`src/rtl/dyt_rf_wb_arbiter.sv`:
```
// Round-robin writeback arbiter feeding the register file write port.
// Optional read bypass ports: define DYT_WB_BYPASS_EN.
module dyt_rf_wb_arbiter #(
  parameter int NUM_REQ    = 3,
  parameter int ADDR_WIDTH = 4,
  parameter int DATA_WIDTH = 32
) (
  input  logic                          clk,
  input  logic                          rst,
  input  logic                          wb_stall,
  input  logic [NUM_REQ-1:0]            req_valid,
  output logic [NUM_REQ-1:0]            req_ready,
  input  logic [NUM_REQ*ADDR_WIDTH-1:0] req_addr,
  input  logic [NUM_REQ*DATA_WIDTH-1:0] req_data,
`ifdef DYT_WB_BYPASS_EN
  input  logic [ADDR_WIDTH-1:0]         byp_a_addr,
  input  logic [DATA_WIDTH-1:0]         byp_a_rf_data,
  output logic [DATA_WIDTH-1:0]         byp_a_data,
  input  logic [ADDR_WIDTH-1:0]         byp_b_addr,
  input  logic [DATA_WIDTH-1:0]         byp_b_rf_data,
  output logic [DATA_WIDTH-1:0]         byp_b_data,
`endif
  output logic                          w_en,
  output logic [ADDR_WIDTH-1:0]         w_addr,
  output logic [DATA_WIDTH-1:0]         w_data,
  output logic [2:0]                    grant_id
);

  localparam logic [2:0] LAST = 3'(NUM_REQ - 1);

  logic [2:0]            rr_ptr;
  logic [2:0]            gnt_idx;
  logic                  gnt_any;
  logic [ADDR_WIDTH-1:0] sel_addr;
  logic [DATA_WIDTH-1:0] sel_data;
  int                    idx;

  // Scan downward so the requester nearest rr_ptr is assigned last and wins.
  always_comb begin
    gnt_any = 1'b0;
    gnt_idx = '0;
    idx     = 0;
    for (int k = NUM_REQ - 1; k >= 0; k--) begin
      idx = int'(rr_ptr) + k;
      if (idx >= NUM_REQ) idx = idx - NUM_REQ;
      if (req_valid[idx]) begin
        gnt_any = 1'b1;
        gnt_idx = 3'(idx);
      end
    end
    if (wb_stall || !rst) gnt_any = 1'b0;
  end

  always_comb begin
    req_ready = '0;
    for (int i = 0; i < NUM_REQ; i++) begin
      req_ready[i] = gnt_any && (gnt_idx == 3'(i));
    end
  end

  always_comb begin
    sel_addr = '0;
    sel_data = '0;
    for (int i = 0; i < NUM_REQ; i++) begin
      if (gnt_idx == 3'(i)) begin
        sel_addr = req_addr[i*ADDR_WIDTH +: ADDR_WIDTH];
        sel_data = req_data[i*DATA_WIDTH +: DATA_WIDTH];
      end
    end
  end

  always_ff @(posedge clk or negedge rst) begin
    if (!rst) begin
      rr_ptr   <= '0;
      w_en     <= 1'b0;
      w_addr   <= '0;
      w_data   <= '0;
      grant_id <= '0;
    end else if (gnt_any) begin
      rr_ptr <= (gnt_idx == LAST) ? 3'd0 : gnt_idx + 3'd1;
      // x0 transfers complete but never reach the register file.
      if (sel_addr != '0) begin
        w_en     <= 1'b1;
        w_addr   <= sel_addr;
        w_data   <= sel_data;
        grant_id <= gnt_idx;
      end else begin
        w_en <= 1'b0;
      end
    end else begin
      w_en <= 1'b0;
    end
  end

`ifdef DYT_WB_BYPASS_EN
  always_comb begin
    byp_a_data = byp_a_rf_data;
    byp_b_data = byp_b_rf_data;
    if (w_en && w_addr == byp_a_addr && byp_a_addr != '0)
      byp_a_data = w_data;
    if (w_en && w_addr == byp_b_addr && byp_b_addr != '0)
      byp_b_data = w_data;
  end
`endif

endmodule
```
`config.mk`:
```
export PLATFORM = sky130hd
export DESIGN_NAME = dyt_rf_wb_arbiter
export DESIGN_NICKNAME = d
export VERILOG_FILES = /design/src/rtl/dyt_rf_wb_arbiter.sv
export SDC_FILE = /design/constraint.sdc
export NUM_CORES = 1
export LEC_CHECK = 0
export BUFFER_PORTS_ARGS = -buffer_cell sky130_fd_sc_hd__buf_4
export CORE_MARGIN = 5
export CORE_UTILIZATION = 35
export DETAILED_ROUTE_END_ITERATION = 12
export PLACE_DENSITY_LB_ADDON = 0.12
export SYNTH_ARGS = -nofsm -noshare
export SYNTH_HDL_FRONTEND = slang
export SYNTH_SLANG_ARGS = --single-unit
```
`constraint.sdc`:
```
create_clock -name clk -period 3.9 [get_ports clk]
set_clock_uncertainty 0.1 [all_clocks]
set_input_delay 0.39 -clock clk [delete_from_list [all_inputs] [get_ports clk]]
set_output_delay 0.39 -clock clk [all_outputs]
set_load 0.01 [all_outputs]
```
Word-level counts from Yosys, hierarchy flattened
Cells that the tools add are included.
{"block": "classes", "addsub": 6, "mul": 0, "div_mod_pow": 0, "magnitude_cmp": 6, "n_eq_ne": 2, "n_shift": 0, "n_mux": 28, "n_bitwise": 0, "n_reduce_logical": 8}
{"cell": "$mux 32", "count": 6}
{"cell": "$lt 32x4->1 const B", "count": 3}
{"cell": "$mux 1", "count": 12}
{"cell": "$mux 3", "count": 4}
{"cell": "$mux 4", "count": 3}
{"cell": "$sub 4x2->5 const B", "count": 2}
{"cell": "$ge 4x2->1 const B", "count": 2}
{"cell": "$bmux 1 s2", "count": 3}
{"cell": "$add 3x1->4 const B", "count": 1}
{"cell": "$add 3x2->4 const B", "count": 1}
{"cell": "$reduce_bool 4->1", "count": 1}
{"cell": "$sub 3x2->4 const B", "count": 1}
{"cell": "$add 3x1->3 const B", "count": 1}
{"cell": "$eq 3x1->1 const B", "count": 1}
{"cell": "$eq 3x2->1 const B", "count": 1}
{"cell": "$ge 3x2->1 const B", "count": 1}
{"cell": "$logic_and 1x1->1", "count": 3}
{"cell": "$logic_not 3->1", "count": 1}
{"cell": "$reduce_and 2->1", "count": 1}
{"cell": "$logic_not 1->1", "count": 1}
{"cell": "$logic_or 1x1->1", "count": 1}
{"block": "totals", "ff_bits": 43, "latchBits": 0, "ram_bits": 0, "rom_bits": 0, "inputBits": 114, "output_inout_bits": 43, "word_cells": 55, "n_memories": 0}

Depth between registers and ports, before layout
{"block": "depth", "ltp_word": 16, "depth_mapped": 15, "mapped_depth_nobuf": 11}

Worst setup path before layout
OpenSTA, ideal clock, no wires.
{"block": "synth_timing", "path_kind": "flip-flop to output port", "startpoint": "register rr_ptr[0]", "endpoint": "output port req_ready[0]", "arrival_ns": 2.942, "required_ns": 3.410, "path_slack_ns": 0.468, "stages_incl_launch_ff": 13, "path_buffers": 4, "path_cell_list": "dfrtp_1 > buf_4 > clkbuf_1 > inv_1 > ha_1 > or4b_4 > o2111a_1 > a21o_1 > a22o_1 > buf_6 > nor2_2 > clkbuf_1 > and2_1"}
{"block": "synth_between", "elab_chain_cells": 11, "elab_cells_between_ends": 29, "classes_between": "add/sub (5); order compare (3); mux (19); reduce/logical (2)"}
{"item": "start, declared", "line_no": "31", "rtl": "logic [2:0] rr_ptr;"}
{"item": "start signal, assigned", "line_no": "80", "rtl": "rr_ptr <= (gnt_idx == LAST) ? 3'd0 : gnt_idx + 3'd1;"}
{"item": "$add 3x2->4", "line_no": "44", "rtl": "idx = int'(rr_ptr) + k;"}
{"item": "$sub 4x2->5 / $ge 4x2->1 (equally long branches)", "line_no": "45", "rtl": "if (idx >= NUM_REQ) idx = idx - NUM_REQ;"}
{"item": "$mux 32", "line_no": "45"}
{"item": "$bmux 1 s2", "line_no": "46", "rtl": "if (req_valid[idx]) begin"}
{"item": "$mux 1 (not written as such) (2 in a row)", "line_no": "46"}
{"item": "$mux 3 / $mux 1 (equally long branches) (3 in a row)", "line_no": "46"}
{"item": "$logic_not 3->1 / $mux 1 (equally long branches)", "line_no": "57, 51"}
{"item": "$logic_and 1x1->1 (*)", "line_no": "57", "rtl": "req_ready[i] = gnt_any && (gnt_idx == 3'(i));"}
{"item": "end, declared", "line_no": "12", "rtl": "output logic [NUM_REQ-1:0] req_ready,"}
Mark *: on every way between the ends. The rest lies on a longest branch, timed or not. The select of a mux whose other input is x is not followed.

Worst setup path after layout
Ends and elaborated chain as after synthesis.

==> run_results.csv <==
group,metric,value,unit
setup_path,r2r-end,"w_data[3]",
clock_network,cts_tree,"done",
clock_network,cts.htree.levels,2,
pwr,power_density,911,nW/um^2
placed_design,io_buffers,156,
clock_network,path_clk_slew,0.08,ns
sta,drv_slew,0,
setup_path,crit_path_start_kind,"flop",
pwr,intPower,2.13,mW
global_routing,antenna_found_initial,0,
sta,fmax,0.272,GHz
pwr,p_seq_share,21.1,%
final_layout,area_growth,47.5,%
synth,synthFlopType,"dfrtp_1",
pwr,p_clk_share,8.7,%
clock_network,clock_sinks,43,
final_layout,finalNetCount,566,
synth,synth.distinct_cells,45,
worst_hold_path,hold_class,"input pin to async pin",
setup_path,cp-startpoint,"rr_ptr[0]",
floorplanning,start_util,35.3,%
placed_design,place_congestion,0.900,
floorplanning,rows,33,
synth,async_flop_share,100,%
sta,whs,-0.0236,ns
sta,setup_slack,0.222,ns
sta,min_period,3.68,ns
clock_network,cts_inserted_buffers,5,
final_layout,layout_common_cells,"buf_4, dfrtp_1, inv_1",
final_layout,drive_gt1_share,40.4,%
clock_network,cts_hold_buf,0,
final_layout,fin_util,52.0,%
synth,yosysSeqAreaShare,37.7,%
routing,vias_per_cell,4.96,
routing,drt_pre_antenna_iters,4,
run_status,status,"complete, but fails checks",
clock_network,cts_root_buf,"clkbuf_8",
sta,slew_headroom,63.3,%
pwr,report.power.total,3.83,mW
sta,setup_tns,0,ns
synth,synth.ff_latch_count,43,
floorplanning,die_w,100,microns
final_layout,design_area,4210,sq um
placed_design,pre_cts_slack,0.309,ns
setup_path,required,3.41,ns
routing,num_vias,2729,
setup_path,worst-path-max-fanout,41,
clock_network,post_cts_buffers,0,
floorplanning,die_h,100,microns
final_layout,multi_input_area,1490,sq um
routing,drc,0,
global_routing,grt_max_degree,45,
placed_design,place_area,4100,sq um
global_routing,grt_pass1_vias,2822,
placed_design,dp.cells,543,
sta,rsz0062_at_grt,"no",
synth,syn_inst,291,
synth,netlist_area,2860,sq um
routing,drtAntennaViolNets,0,
floorplanning,io_pins,157,
setup_path,rrSetupSlack,0.33,ns
routing,drt_wl_total,8540,microns
synth,avgSynthCellArea,9.81,sq um
final_layout,final_cells,550,
global_routing,grt_pass1_wl,13400,microns
flow_run,maxCapViolCount,0,
clock_network,cts_buffer_depth,2,
pwr,ir_worst_vdd,0.333,mV
pwr,p_leak,2.13,nW
routing,routedWlPerCell,15.5,microns
setup_path,critPathCaptureType,"output port",
sta,hold_viol_final,35,
final_layout,antenna_cells,0,
run_status,violations,"negative hold slack",
setup_path,r2r_cells,12,
synth,yosysWarnings,0,
sta,fin_crit_sh,94.3,%
floorplanning,core_region_area,8090,sq um
clock_network,cts_resized,0,
sta,tightest_slew,0.550,ns
pwr,swShare,44.3,%
setup_path,cp.arrival,3.19,ns
final_layout,regArea,1080,sq um
final_layout,fillCellCount,823,
clock_network,clkLatencyLatePin,0.28,ns
placed_design,dp_hpwl,6820,microns
sta,finalSetupViolCount,0,
synth,synth_edf_count,0,
final_layout,final_common_cell,"buf_4",
synth,syn-num-nets,412,
routing,drt-initial-drc-count,55,
pwr,share_comb_of_total_power,70.3,%
global_routing,gr-total-overflow,0,
setup_path,path_class,"flop to output port",
global_routing,track_usage,16.8,%
setup_path,r2r-start,"rr_ptr[0]",
floorplanning,dieArea,10100,sq um
pwr,switching_power,1.70,mW
==> synth_stat cells (2+ instances only) <==
cell type	number	area share (%)
ha_1	7	3.1
nor2b_1	4	0.88
mux2i_1	40	14
buf_2	2	0.35
a2bb2oi_1	2	0.61
a21oi_1	36	6.3
nor4b_1	2	0.61
inv_1	41	5.4
buf_4	2	0.53
nand2_1	11	1.4
o2bb2ai_1	2	0.61
o211a_1	2	0.70
a22o_1	35	11
a211oi_1	2	0.53
and2_1	4	0.88
nor2_1	3	0.39
nand2b_1	3	0.66
dfrtp_1	43	38
clkbuf_1	11	1.4
o21ai_0	8	1.4
buf_12	3	2.1
a21o_1	2	0.53
mux2_1	4	1.6
==> worst max-delay path, stage by stage (launching register included) <==
cell and delay (ns):
dfrtp_1 0.43, ha_1 0.21, inv_1 0.05, ha_1 0.32
or4b_4 0.57, o2111a_1 0.18, a21o_1 0.17, a22o_2 0.26
buf_6 0.21, nor2_2 0.18, and2_1 0.17, buf_4 0.12
==> area by class of cell <==
cell class,count,area share [%]
multi-input combinational,187,35.3
timing repair buffer,166,29.7
sequential,43,25.6
inverter,42,3.86
tap,105,3.12
clock buffer,6,1.72
clock inverter,1,0.713
==> state kept, by name, indices dropped and copies added (netlist names) <==
register  flops
w_addr        4
w_en          1
grant_id      3
w_data       32
rr_ptr        3
==> power by group through the flow <==
| stage | registers, mW | logic, mW | clock network (mW) |
|---|---|---|---|
| 2_1_floorplan | 0.890 | 1.82 | 0 |
| 3_3_place_gp | 0.812 | 2.70 | 0 |
| 3_5_place_dp | 0.811 | 2.73 | 0 |
| 4_1_cts | 0.810 | 2.73 | 0.343 |
| 5_1_grt | 0.835 | 3.00 | 0.367 |
| 6_report | 0.808 | 2.70 | 0.332 |
==> kinds of logic (layout without fill, tap and decap cells) <==
family / after synthesis / in the layout / share of synthesized area (%)
compound gates: 102 / 102 / 26.2
fa+ha+maj: 7 / 7 / 3.07
buf+inv: 61 / 215 / 10.5
flops: 43 / 43 / 37.7
mux: 45 / 45 / 16.0
simple gates: 33 / 33 / 6.53
==> worst max-delay path by stage <==
| stage | to | slack, ns | cells past startpoint |
|---|---|---|---|
| floorplan | req_ready[0] | 0.47 | 12 |
| global placement | w_data[3] | 0.48 | 12 |
| detailed placement | w_data[3] | 0.31 | 12 |
| CTS | req_ready[0] | 0.12 | 11 |
| global route | req_ready[0] | 0.04 | 11 |
| finish | req_ready[0] | 0.22 | 11 |
==> layer usage <==
metal  vias up  routed length (microns)  GRT usage (%)
met5         -                        0              0
met4         0                       79           4.15
met3         6                      649           5.49
met2        85                     4460           29.5
met1      1283                     3360           19.7
li1       1355                        -              -
(Power assumes the default switching activity.)
